**src/rtl/draw_pkg.sv**
```systemverilog
// Shared drawing definitions: mode encodings, default screen size,
// the 3-bit palette and the rectangle drawer state encoding.
package draw_pkg;

  localparam logic [1:0] MODE_FILL    = 2'b00;
  localparam logic [1:0] MODE_OUTLINE = 2'b01;

  localparam int SCREEN_W_DEF = 160;
  localparam int SCREEN_H_DEF = 120;

  localparam logic [2:0] BLACK   = 3'b000;
  localparam logic [2:0] BLUE    = 3'b001;
  localparam logic [2:0] GREEN   = 3'b010;
  localparam logic [2:0] CYAN    = 3'b011;
  localparam logic [2:0] RED     = 3'b100;
  localparam logic [2:0] MAGENTA = 3'b101;
  localparam logic [2:0] YELLOW  = 3'b110;
  localparam logic [2:0] WHITE   = 3'b111;

  typedef enum logic [1:0] {
    ST_IDLE = 2'd0,
    ST_SCAN = 2'd1,
    ST_FIN  = 2'd2
  } draw_state_e;

  // Reserved mode codes fall back to fill, so only the exact outline code counts.
  function automatic logic is_outline(input logic [1:0] mode);
    return mode == MODE_OUTLINE;
  endfunction

endpackage

```
**src/rtl/rect_scan_counter.sv**
```systemverilog
// Column/row position counter for the rectangle scan. Presents the next
// position combinationally so the drawer can register the following pixel
// in the same cycle the current one is consumed.
module rect_scan_counter
  import draw_pkg::*;
#(
  parameter int SIZE_W = 5
) (
  input  logic              clk,
  input  logic              reset,
  input  logic              clear_i,
  input  logic              advance_i,
  input  logic [SIZE_W-1:0] w_i,
  input  logic [SIZE_W-1:0] h_i,
  input  logic              outline_i,
  output logic [SIZE_W-1:0] next_cx_o,
  output logic [SIZE_W-1:0] next_cy_o,
  output logic              last_o
);

  logic [SIZE_W-1:0] cx_q, cy_q;
  logic [SIZE_W-1:0] cx_d, cy_d;
  logic [SIZE_W-1:0] w_last, h_last;
  logic              row_end, interior_row;

  // Next position: wrap at row end, and in outline mode hop straight from
  // the left edge to the right edge on rows that are neither top nor bottom.
  always_comb begin
    w_last       = w_i - SIZE_W'(1);
    h_last       = h_i - SIZE_W'(1);
    row_end      = (cx_q == w_last);
    interior_row = (cy_q != '0) && (cy_q != h_last);
    cx_d         = cx_q + SIZE_W'(1);
    cy_d         = cy_q;
    if (row_end) begin
      cx_d = '0;
      cy_d = cy_q + SIZE_W'(1);
    end else if (outline_i && (cx_q == '0) && interior_row) begin
      cx_d = w_last;
    end
  end

  assign next_cx_o = cx_d;
  assign next_cy_o = cy_d;
  assign last_o    = row_end && (cy_q == h_last);

  // Position registers: cleared on a new rectangle, stepped when the drawer consumes a position.
  always_ff @(posedge clk) begin
    if (!reset || clear_i) begin
      cx_q <= '0;
      cy_q <= '0;
    end else if (advance_i) begin
      cx_q <= cx_d;
      cy_q <= cy_d;
    end
  end

endmodule

```
**src/rtl/rect_drawer.sv**
```systemverilog
// Rectangle rasteriser for the frame-buffer plot path. Streams one pixel per
// accepted handshake in row-major order, supports fill and outline modes and
// drops pixels that fall off the screen.
//
// Plot handshake: plot_valid with x_out/y_out/c_out is held stable until the
// cycle plot_ready is high; the pixel transfers on that clock edge and the
// next candidate is loaded on the same edge. plot_ready is ignored while
// plot_valid is low.
module rect_drawer
  import draw_pkg::*;
#(
  parameter int X_W      = 8,
  parameter int Y_W      = 7,
  parameter int C_W      = 3,
  parameter int SIZE_W   = 5,
  parameter int SCREEN_W = SCREEN_W_DEF,
  parameter int SCREEN_H = SCREEN_H_DEF
) (
  input  logic              clk,
  input  logic              reset,
  input  logic              start,
  input  logic [X_W-1:0]    x_in,
  input  logic [Y_W-1:0]    y_in,
  input  logic [SIZE_W-1:0] width,
  input  logic [SIZE_W-1:0] height,
  input  logic [C_W-1:0]    c_in,
  input  logic [1:0]        mode,
  input  logic              plot_ready,
  output logic              plot_valid,
  output logic [X_W-1:0]    x_out,
  output logic [Y_W-1:0]    y_out,
  output logic [C_W-1:0]    c_out,
  output logic              busy,
  output logic              done
);

  localparam int XS = X_W + 1;
  localparam int YS = Y_W + 1;
  localparam logic [X_W:0] X_LIM = XS'(SCREEN_W);
  localparam logic [Y_W:0] Y_LIM = YS'(SCREEN_H);

  draw_state_e       state_q;
  logic [X_W-1:0]    x0_q;
  logic [Y_W-1:0]    y0_q;
  logic [SIZE_W-1:0] w_q, h_q;
  logic              outline_q;
  logic              plot_valid_q, busy_q, done_q;
  logic [X_W-1:0]    x_out_q;
  logic [Y_W-1:0]    y_out_q;
  logic [C_W-1:0]    c_out_q;

  logic [SIZE_W-1:0] nxt_cx, nxt_cy;
  logic              last_pos;
  logic              accept_start, step, advance;

  logic [X_W-1:0]    cand_x0;
  logic [Y_W-1:0]    cand_y0;
  logic [SIZE_W-1:0] cand_cx, cand_cy, cand_w, cand_h;
  logic              cand_outline, cand_border, cand_vis;
  logic [X_W:0]      cand_x;
  logic [Y_W:0]      cand_y;

  assign accept_start = (state_q == ST_IDLE) && start;
  assign step         = (state_q == ST_SCAN) && (!plot_valid_q || plot_ready);
  assign advance      = step && !last_pos;

  rect_scan_counter #(
    .SIZE_W(SIZE_W)
  ) u_scan (
    .clk       (clk),
    .reset     (reset),
    .clear_i   (accept_start),
    .advance_i (advance),
    .w_i       (w_q),
    .h_i       (h_q),
    .outline_i (outline_q),
    .next_cx_o (nxt_cx),
    .next_cy_o (nxt_cy),
    .last_o    (last_pos)
  );

  // Candidate pixel to register next: the origin straight from the inputs when
  // starting, otherwise the counter's next position on the latched rectangle.
  // Sums carry one extra bit so wrap-around lands off screen.
  always_comb begin
    if (state_q == ST_IDLE) begin
      cand_x0      = x_in;
      cand_y0      = y_in;
      cand_cx      = '0;
      cand_cy      = '0;
      cand_w       = width;
      cand_h       = height;
      cand_outline = is_outline(mode);
    end else begin
      cand_x0      = x0_q;
      cand_y0      = y0_q;
      cand_cx      = nxt_cx;
      cand_cy      = nxt_cy;
      cand_w       = w_q;
      cand_h       = h_q;
      cand_outline = outline_q;
    end
    cand_x      = {1'b0, cand_x0} + XS'(cand_cx);
    cand_y      = {1'b0, cand_y0} + YS'(cand_cy);
    cand_border = (cand_cx == '0) || (cand_cx == cand_w - SIZE_W'(1)) ||
                  (cand_cy == '0) || (cand_cy == cand_h - SIZE_W'(1));
    cand_vis    = (cand_x < X_LIM) && (cand_y < Y_LIM) &&
                  (cand_border || !cand_outline);
  end

  // Control FSM with registered pixel, busy and done outputs.
  always_ff @(posedge clk) begin
    if (!reset) begin
      state_q      <= ST_IDLE;
      x0_q         <= '0;
      y0_q         <= '0;
      w_q          <= '0;
      h_q          <= '0;
      outline_q    <= 1'b0;
      plot_valid_q <= 1'b0;
      busy_q       <= 1'b0;
      done_q       <= 1'b0;
      x_out_q      <= '0;
      y_out_q      <= '0;
      c_out_q      <= '0;
    end else begin
      done_q <= 1'b0;
      unique case (state_q)
        ST_IDLE: begin
          if (start) begin
            x0_q      <= x_in;
            y0_q      <= y_in;
            w_q       <= width;
            h_q       <= height;
            outline_q <= is_outline(mode);
            c_out_q   <= c_in;
            x_out_q   <= cand_x[X_W-1:0];
            y_out_q   <= cand_y[Y_W-1:0];
            busy_q    <= 1'b1;
            if ((width == '0) || (height == '0)) begin
              plot_valid_q <= 1'b0;
              state_q      <= ST_FIN;
            end else begin
              plot_valid_q <= cand_vis;
              state_q      <= ST_SCAN;
            end
          end
        end
        ST_SCAN: begin
          if (step) begin
            if (last_pos) begin
              plot_valid_q <= 1'b0;
              state_q      <= ST_FIN;
            end else begin
              plot_valid_q <= cand_vis;
              x_out_q      <= cand_x[X_W-1:0];
              y_out_q      <= cand_y[Y_W-1:0];
            end
          end
        end
        ST_FIN: begin
          done_q  <= 1'b1;
          busy_q  <= 1'b0;
          state_q <= ST_IDLE;
        end
        default: begin
          state_q <= ST_IDLE;
        end
      endcase
    end
  end

  assign plot_valid = plot_valid_q;
  assign x_out      = x_out_q;
  assign y_out      = y_out_q;
  assign c_out      = c_out_q;
  assign busy       = busy_q;
  assign done       = done_q;

endmodule
```
**config.mk**
```make
export PLATFORM = sky130hd
export DESIGN_NAME = rect_drawer
export DESIGN_NICKNAME = d
export VERILOG_FILES = /design/src/rtl/draw_pkg.sv /design/src/rtl/rect_scan_counter.sv /design/src/rtl/rect_drawer.sv
export SDC_FILE = /design/constraint.sdc
export NUM_CORES = 1
export LEC_CHECK = 0
export CAP_MARGIN = 20
export CORE_ASPECT_RATIO = 0.9
export CORE_UTILIZATION = 55
export CTS_BUF_LIST = sky130_fd_sc_hd__clkbuf_4 sky130_fd_sc_hd__clkbuf_8
export DETAILED_ROUTE_END_ITERATION = 7
export GPL_TIMING_DRIVEN = 0
export PLACE_DENSITY = 0.8
export SLEW_MARGIN = 10
export SYNTH_ARGS = -nofsm -noshare
export SYNTH_HDL_FRONTEND = slang
export SYNTH_SLANG_ARGS = --single-unit
```
**constraint.sdc**
```tcl
create_clock -name clk -period 9 [get_ports clk]
set_input_delay 1.8 -clock clk [delete_from_list [all_inputs] [get_ports clk]]
set_output_delay 1.8 -clock clk [all_outputs]
set_load 0.02 [all_outputs]
```
* After elaboration in Yosys (flattened, before gate mapping)
Index checks and enable logic that the tools add are counted.
** Operators by class
- Add/subtract/negate cells :: 8
- Equal/unequal tests :: 12
- Multiplexer cells :: 31
- $lt $le $gt $ge :: 2
- Reductions and logical operators :: 34
** Operators with widths (count)
- 2-to-1 mux 5 bit :: 7
- 2-to-1 mux 8 bit :: 4
- 2-to-1 mux 7 bit :: 4
- logical NOT 5 bit :: 5
- equality test 5 bit :: 4
- subtractor 5 x 1 -> 5 bit (second input constant) :: 4
- one-hot mux 8 bit (2 select lines) :: 1
- one-hot mux 7 bit (2 select lines) :: 1
- adder 5 x 1 -> 5 bit (second input constant) :: 2
- adder 8 x 5 -> 9 bit :: 1
- logical AND 1 bit :: 9
- < comparator 9 x 8 -> 1 bit (second input constant) :: 1
- adder 7 x 5 -> 8 bit :: 1
- < comparator 8 x 7 -> 1 bit (second input constant) :: 1
- 2-to-1 mux 2 bit :: 4
- != test 2 bit (second input constant) :: 4
- logical OR 1 bit :: 7
- 2-to-1 mux 1 bit :: 7
- AND reduction 3 bit :: 2
- != test 5 bit :: 1
- nonzero test 5 bit :: 1
- equality test 2 x 1 -> 1 bit (second input constant) :: 2
- logical NOT 1 bit :: 4
- one-hot mux 1 bit (2 select lines) :: 2
- other kinds (6) :: 8
** Storage, ports and cells
- Register bits after elaboration :: 59
- Input port bits :: 34
- Word-level logic and storage cells :: 101

* Depth between registers and ports, before layout
Gate-level depths: netlist (run 1).
- Depth after elaboration :: 16
- Mapped depth :: 19
- Mapped depth without buffers :: 19

* Modules after synthesis
Synthesis (run 1) repeated with hierarchy kept, for this count alone.
** Second synthesis, totals
- Cells, all modules :: 511
- Area total of the unflattened synthesis :: 4012.6 um^2
** Modules (own cells, without submodules)
- rect_drawer :: area each 3031.7 um^2, cells each 394, sequential area each 980.9 um^2, times used 1
- rect_scan_counter :: area each 980.9 um^2, cells each 117, sequential area each 200.2 um^2, times used 1

* Worst setup path before layout (run 1)
No wires, ideal clock.
- Path kind :: reg2reg
- Start point :: register state_q[0]
- End point :: register plot_valid_q (netlist: plot_valid)
- Arrival time :: 3610 ps
- Setup time :: 78 ps
- Cell stages (with the launch flop) :: 17
- Setup slack :: 5312 ps
- Data required time :: 8922 ps
- Cells stage by stage :: dfxtp_1 -> clkbuf_1 -> nor2_1 -> clkbuf_1 -> clkbuf_1 -> clkbuf_1 -> nor2_1 -> ha_1 -> fa_1 -> a21o_1 -> a21oi_1 -> o21bai_1 -> a21o_1 -> a21oi_1 -> nor4_1 -> nand3b_1 -> a32oi_1
** On the way
- Word-level cells in the longest chain between the ends :: 12
** Ends and longest elaborated chain
- start, declared :: RTL line rect_drawer.sv:42 : draw_state_e state_q;
- start signal, assigned :: RTL line rect_drawer.sv:114 : state_q <= ST_IDLE;
- start signal, assigned :: RTL line rect_drawer.sv:142 : state_q <= ST_FIN;
- start signal, assigned :: RTL line rect_drawer.sv:145 : state_q <= ST_SCAN;
- branches (longest 12 deep; another with adder 8 x 5 -> 9 bit)
- end signal, assigned :: RTL line rect_drawer.sv:144 : plot_valid_q <= cand_vis;
- end signal, assigned :: RTL line rect_drawer.sv:155 : plot_valid_q <= cand_vis;
- end, declared :: RTL line rect_drawer.sv:47 : logic plot_valid_q, busy_q, done_q;
Parallel ways; which one is timed is not known. The select of a mux whose other input is x is not followed.
A chain may end at the register's enable or synchronous reset.

* Worst setup path in the final report (run 1)
Same ends and word-level chain as after synthesis.

==> results of run 1 <==
==> power by group <==
group	internal (mW)	switching [mW]
registers	0.278	0.0115
logic	0.0849	0.110
clock network	0.137	0.114
total	0.499	0.235
==> registers in the layout (all words and copies together) (netlist names) <==
signal       cells
c_out            3
x_out            8
x0_q             8
busy             1
w_q              5
plot_valid       1
done             1
u_scan.cy_q      5
h_q              5
y_out            7
outline_q        1
u_scan.cx_q      5
y0_q             7
state_q          2
==> worst max-delay path: cells and delay by family, from the launching register on <==
| kind | cells | cell delay, ns |
|---|---|---|
| buf+inv | 4 | 1.76 |
| flops | 1 | 0.30 |
| compound gates | 4 | 0.72 |
| fa+ha+maj | 2 | 0.66 |
| simple gates | 6 | 1.13 |
==> cells by family after synthesis <==
family                   Yosys count  share of synthesized area, %
AND/OR/NAND/NOR                  223                          26.2
AO/OA/AOI/OAI                    115                          19.3
flip-flops                        59                          28.5
buffers and inverters             48                          4.83
XOR/XNOR                          42                          9.23
multiplexers                      23                          5.58
adder cells (fa/ha/maj)           20                          6.40
==> cell type report <==
type	instances	area, sq um
fillers	599	2180
plain buffers	29	129
clock buffers	11	145
inverters	19	71.3
multi-input cells	423	2770
clock inverters	5	52.6
well taps	93	116
repair buffers	54	541
flip-flops and latches	59	1180
==> metrics by stage <==
stage	utilization, %	cells	area (sq um)	power, mW	hold WS, ns
2_1_floorplan	-	530	4150	0.417	0.444
3_3_place_gp	66.9	677	4800	0.480	0.451
3_5_place_dp	66.9	677	4800	0.485	0.458
4_1_cts	69.6	693	5000	0.734	0.467
5_1_grt	69.6	693	5000	0.770	0.492
6_report	69.6	693	5000	0.735	0.464
==> cells in the final DEF (no fill, tap or decap), types with 3 or more instances in the layout <==
| cell type | instances |
|---|---|
| nor2_1 | 19 |
| nand3b_1 | 4 |
| o211ai_1 | 4 |
| or4_1 | 3 |
| clkbuf_8 | 10 |
| nand3_1 | 13 |
| xor2_1 | 15 |
| clkinv_2 | 3 |
| mux2i_1 | 22 |
| nand2_1 | 107 |
| clkbuf_1 | 23 |
| nand2b_1 | 6 |
| and3_1 | 5 |
| inv_1 | 19 |
| xnor2_1 | 26 |
| dfxtp_1 | 59 |
| a21o_1 | 4 |
| nor4_1 | 5 |
| buf_2 | 4 |
| and2_1 | 4 |
| nor3_1 | 19 |
| nand4_1 | 4 |
| nor2b_1 | 12 |
| or3_1 | 9 |
| clkdlybuf4s50_1 | 54 |
| o21bai_1 | 5 |
| a21boi_0 | 31 |
| o211a_1 | 4 |
| ha_1 | 18 |
| a21oi_1 | 24 |
| o21ai_0 | 19 |
==> layer usage <==
layer,track usage (%),wire [um],share of wire (%),up-vias
li1,-,-,-,1979
met1,40.5,5080,44,1914
met2,48.3,5220,46,182
met3,7.52,906,7.9,21
met4,11.0,236,2.1,0
met5,0,0,0,-
==> path summary, 6_finish.rpt <==
| path | startpoint | to | slack, ns | cells past startpoint |
|---|---|---|---|---|
| max | state_q[0]$_SDFFE_PN0P_ | plot_valid$_SDFFE_PN0P_ | 4.34 | 16 |
| min | y0_q[1]$_SDFFE_PN0P_ | y0_q[1]$_SDFFE_PN0P_ | 0.46 | 2 |
| max reg2reg | state_q[0]$_SDFFE_PN0P_ | plot_valid$_SDFFE_PN0P_ | 4.34 | 16 |
| min reg2reg | y0_q[1]$_SDFFE_PN0P_ | y0_q[1]$_SDFFE_PN0P_ | 0.46 | 2 |
==> summary.txt, run 1 <==
Synth
  – Largest area contributor in the netlist: dfxtp_1
  – Synth cell count leaders: nand2_1 (107), dfxtp_1 (59), a21boi_0 (31)
  – Sequential share of the synthesized area: 28.5%
  – Synth Cell Area: 0.00415 sq mm
  – Yosys reg bits: 59
  – Asr flop ratio synth: 0%
  – Cell count after synthesis: 530
  – Post-synth top flop: dfxtp_1
  – Top-count cell post-synth: nand2_1
  – Post-synthesis net count: 584
  – Mean Syn Cell Area: 7.82 sq um
  – Yosys cell types: 62
  – Ranking of synthesized cells by area: dfxtp_1 (28%), nand2_1 (9.7%), a21boi_0 (5.6%)
  – Number of synthesized flops with an enable pin: 0
  – Post-synth top area share: 28.5%
  – Synth warn: 0

Global routing
  – Vias in the first global route: 3897
  – Total congestion overflow: 0
  – Largest net degree at the start of global routing: 11
  – Total GRT Usage: 30.6%
  – Initial antenna violation count: 0
  – First-pass GRT wire length: 18700 um

Clock network
  – Resized Gates After CTS: 0
  – CTS sink count: 59
  – Clock Tree Buf Depth: 2
  – Root buffer cell: clkbuf_8
  – Reg clk slew, reported paths: 0.07 ns
  – Htree depth: 3
  – Cts-stage hold buffer count: 0
  – # Post-CTS Setup Buffers: 0
  – CTS Buf Count: 9
  – TritonCTS clock tree: done
  – Clock Latency Late Sink: 0.35 ns

STA
  – RSZ-0062 raised after global routing: false
  – Final setup fails: 0
  – Worst-Margin Slew: 0.742 ns
  – Max-slew headroom: 50.6%
  – Final Hold Vio Count: 0
  – Fin Setup TNS: 0 ns
  – Final period util: 51.7%
  – Min cycle time layout: 4.66 ns
  – Final setup margin: 4.34 ns
  – Final Slew Violations: 0
  – Fmax: 215 MHz
  – Clock Skew: 0.00704 ns

Floorplanning
  – Total die area: 0.00789 sq mm
  – FP Rows: 29
  – DIE WIDTH: 93.5 um
  – Die Ht: 84.4 um
  – IO Pins: 55
  – Core area: 0.00718 sq mm
  – Starting density of the core: 57.7%

Setup path
  – CP Max Fanout: 10
  – Kind of critical path: register to register
  – Cell chain of the critical path: clkbuf_1 > nor2_1 > clkbuf_1 > clkbuf_1 > clkbuf_1 > nor2_1 > ha_1 > fa_1 > a21o_1 > a21oi_1 > o21bai_1 > nand3_1 > nor3b_1 > nor4_1 > nand3b_1 > a32oi_1
  – Crit start category: register
  – Required @ worst endpoint: 9.28 ns
  – Worst Path Arrival: 4.93 ns
  – Crit. End Element: register
  – Cell mode on critical path: clkbuf_1
  – CP max-delay cell: clkbuf_1
  – CP peak stage delay: 0.62 ns

Drt
  – Via Count: 4096
  – DR vias/cell: 5.91
  – Pre-antenna DRT Iters: 5
  – Routed Antenna Nets: 0
  – WL per Instance: 16.5 um
  – DRC errors left: 0
  – Drt initial violations: 270
  – Final wirelength: 11400 um

Layout
  – Antenna diodes: 0
  – Area growth syn-to-layout: 20.6%
  – Final layout net count: 649
  – Ratio of cells with drive above 1 in the final layout: 5.33%

Power
  – Power Density: 147 mW/mm^2
  – Leak: 1.98 nW
  – Peak supply drop: 0.106 mV

Place
  – IO Port Bufs: 54
  – Post-DP HPWL: 8650 um
  – GPL Wtd Cong: 0.914
  – Pre-CTS setup slack: 4.44 ns

Run status
  – Status: finished, final reports clean

Hold path
  – Min-Delay Path Class: register to register

Flow run
  – Maxcap violations: 0
No activity file was read; power rests on OpenSTA's default activity.
==> run 2, diff against run 1 <==
Clock period 9 ns to 4.9 ns, I/O delays scaled along.
==> run 2 against run 1 <==
Effect of this change: register-to-register slack lost 3.9 ns; combinational power increased by 84%; first-iteration DRC count is 9.3% lower; final cell count did not move; routed wire length hardly changed; total power rose by 84%; via count fell by 0.42%; fmax increased by 5.4%; sequential cell count did not move; setup slack got worse by 3.9 ns; sequential power increased by 84%; critical endpoint unchanged.
==> summary.txt, run 2 (synthesized netlist as in run 1, its figures left out) <==
Run status
  – Status: finished, final reports clean

Floorplanning
  – DIE WIDTH: 93.5 um (unchanged)
  – Starting density of the core: 57.7% (unchanged)
  – Total die area: 0.00789 sq mm (unchanged)
  – Core area: 0.00718 sq mm (unchanged)
  – Die Ht: 84.4 um (unchanged)
  – IO Pins: 55 (unchanged)
  – FP Rows: 29 (unchanged)

Hold path
  – Min-Delay Path Class: register to register

Layout
  – Layout fillers: 600 (+0.17%)
  – Antenna diodes: 0 (unchanged)
  – Commonest non-fill, non-tap cell in the layout: nand2_1
  – Ratio of cells with drive above 1 in the final layout: 5.50% (+0.17 points)
  – Most frequent cells in the layout: nand2_1 (107), dfxtp_1 (59), clkdlybuf4s50_1 (54)
  – Final layout net count: 649 (unchanged)
  – Area growth syn-to-layout: 20.6% (about the same)

Drt
  – DR vias/cell: 5.89 (-0.42%)
  – Drt initial violations: 245 (-9.3%)
  – Pre-antenna DRT Iters: 5 (unchanged)
  – DRC errors left: 0 (unchanged)
  – WL per Instance: 16.5 um (about the same)
  – Routed Antenna Nets: 0 (unchanged)
  – Final wirelength: 11400 um (about the same)
  – Via Count: 4079 (-0.42%)

Power
  – Leak: 1.98 nW (+0.14%)
  – Combinational power share: 26.6% (about the same)
  – PnR Total Power: 1.35 mW (+84%)
  – Power Density: 270 mW/mm^2 (+84%)
  – Clock Power Share: 34.1% (about the same)
  – Sw power: 0.432 mW (+83%)
  – Net Sw Frac: 32.0% (-0.033 points)
  – Pint: 0.917 mW (+84%)
  – Seq pwr share: 39.3% (about the same)
  – Peak supply drop: 0.195 mV (+84%)

STA
  – Fmax: 226 MHz (+5.4%)
  – Final setup fails: 0 (unchanged)
  – Final Hold Vio Count: 0 (unchanged)
  – Min cycle time layout: 4.42 ns (-0.238 ns)
  – Final period util: 90.1% (+38 points)
  – Clock Skew: 0.00756 ns (+0.000517 ns)
  – Final Slew Violations: 0 (unchanged)
  – RSZ-0062 raised after global routing: false
  – Fin Setup TNS: 0 ns (unchanged)
  – Worst-Margin Slew: 0.608 ns (-0.134 ns)
  – Max-slew headroom: 59.1% (+8.6 points)

Global routing
  – Total GRT Usage: 30.6% (unchanged)
  – Total congestion overflow: 0 (unchanged)
  – Vias in the first global route: 3897 (unchanged)
  – Initial antenna violation count: 0 (unchanged)
  – First-pass GRT wire length: 18700 um (unchanged)
  – Largest net degree at the start of global routing: 11 (unchanged)

Setup path
  – Kind of critical path: register to register
  – Crit start category: register
  – Crit. End Element: register
  – Required @ worst endpoint: 5.18 ns (-4.10 ns)
  – Worst Path Arrival: 4.69 ns (-0.24 ns)
  – CP Max Fanout: 10 (unchanged)

Clock network
  – TritonCTS clock tree: done
  – Root buffer cell: clkbuf_8
  – Cts-stage hold buffer count: 0 (unchanged)
  – Reg clk slew, reported paths: 0.07 ns (about the same)
  – Clock Tree Buf Depth: 2 (unchanged)
  – Htree depth: 3 (unchanged)
  – CTS sink count: 59 (unchanged)
  – Clock Latency Late Sink: 0.35 ns (about the same)
  – CTS Buf Count: 9 (unchanged)

Place
  – IO Port Bufs: 54 (unchanged)
  – GPL Wtd Cong: 0.914 (unchanged)
  – Post-DP HPWL: 8650 um (unchanged)

Flow run
  – Maxcap violations: 0 (unchanged)
run 2: through the flow:
step	area, sq um	hold slack (ns)	setup slack [ns]	std cells	utilization (%)
6_report	5000	0.464	0.483	693	69.6
5_1_grt	5000	0.492	0.199	693	69.6
3_3_place_gp	4800	0.451	0.423	677	66.9
3_5_place_dp	4800	0.458	0.336	677	66.9
2_1_floorplan	4150	0.444	1.21	530	-
4_1_cts	5000	0.467	0.314	693	69.6
run 2: critical path: stages, from the launching register on:
cell and delay [ns]:
dfxtp_1 0.30, clkbuf_1 0.20, nor2_1 0.38, clkbuf_2 0.40, clkbuf_1 0.50, clkbuf_1 0.42, nor2_1 0.10, ha_1 0.25
fa_1 0.41, a21o_1 0.18, a21oi_1 0.22, o21bai_1 0.17, nand3_1 0.12, nor3b_1 0.26, nor4_1 0.09, nand3b_1 0.18
a32oi_1 0.15
run 2: repair_timing:
item / in CTS / in global routing
resized for setup: 0 / 2
setup endpoints to repair: 0 / 1
endpoints found under the hold margin: 0 / 0
setup buffers: 0 / 0
run 2: layout make-up:
type	instances	area [sq um]	share of cell area (%)
buffer	29	130	2.60
clock buffer	11	145	2.90
clock inverter	5	52.6	1.05
inverter	19	71.3	1.43
multi-input combinational	423	2770	55.3
sequential	59	1180	23.6
tap	93	116	2.33
timing repair buffer	54	541	10.8
run 2: worst paths after layout:
path | startpoint | to | slack, ns | cells past startpoint
max | state_q[0]$_SDFFE_PN0P_ | plot_valid$_SDFFE_PN0P_ | 0.48 | 16
min | y0_q[1]$_SDFFE_PN0P_ | y0_q[1]$_SDFFE_PN0P_ | 0.46 | 2
max reg2reg | state_q[0]$_SDFFE_PN0P_ | plot_valid$_SDFFE_PN0P_ | 0.48 | 16
min reg2reg | y0_q[1]$_SDFFE_PN0P_ | y0_q[1]$_SDFFE_PN0P_ | 0.46 | 2
run 2: power groups by stage:
stage,logic (mW),clock network [mW],registers (mW)
after floorplan,0.210,0,0.556
after global placement,0.342,0,0.540
after detailed placement,0.350,0,0.541
after CTS,0.353,0.464,0.530
after global routing,0.389,0.492,0.533
final,0.359,0.460,0.531
run 2: per-layer routing:
layer  vias to the layer above  GRT usage, %  share of wire [%]
li1                       1974             -                  -
met1                      1925          40.5                 45
met2                       159          48.3                 45
met3                        21          7.52                7.2
met4                         0          11.0                2.0
met5                         -             0                  0
==> run 3, diff against run 2 <==
Settings changed: CAP_MARGIN 20 to not set.
==> results of run 3 <==
Final layout, timing and power as in run 2 (identical DEF).
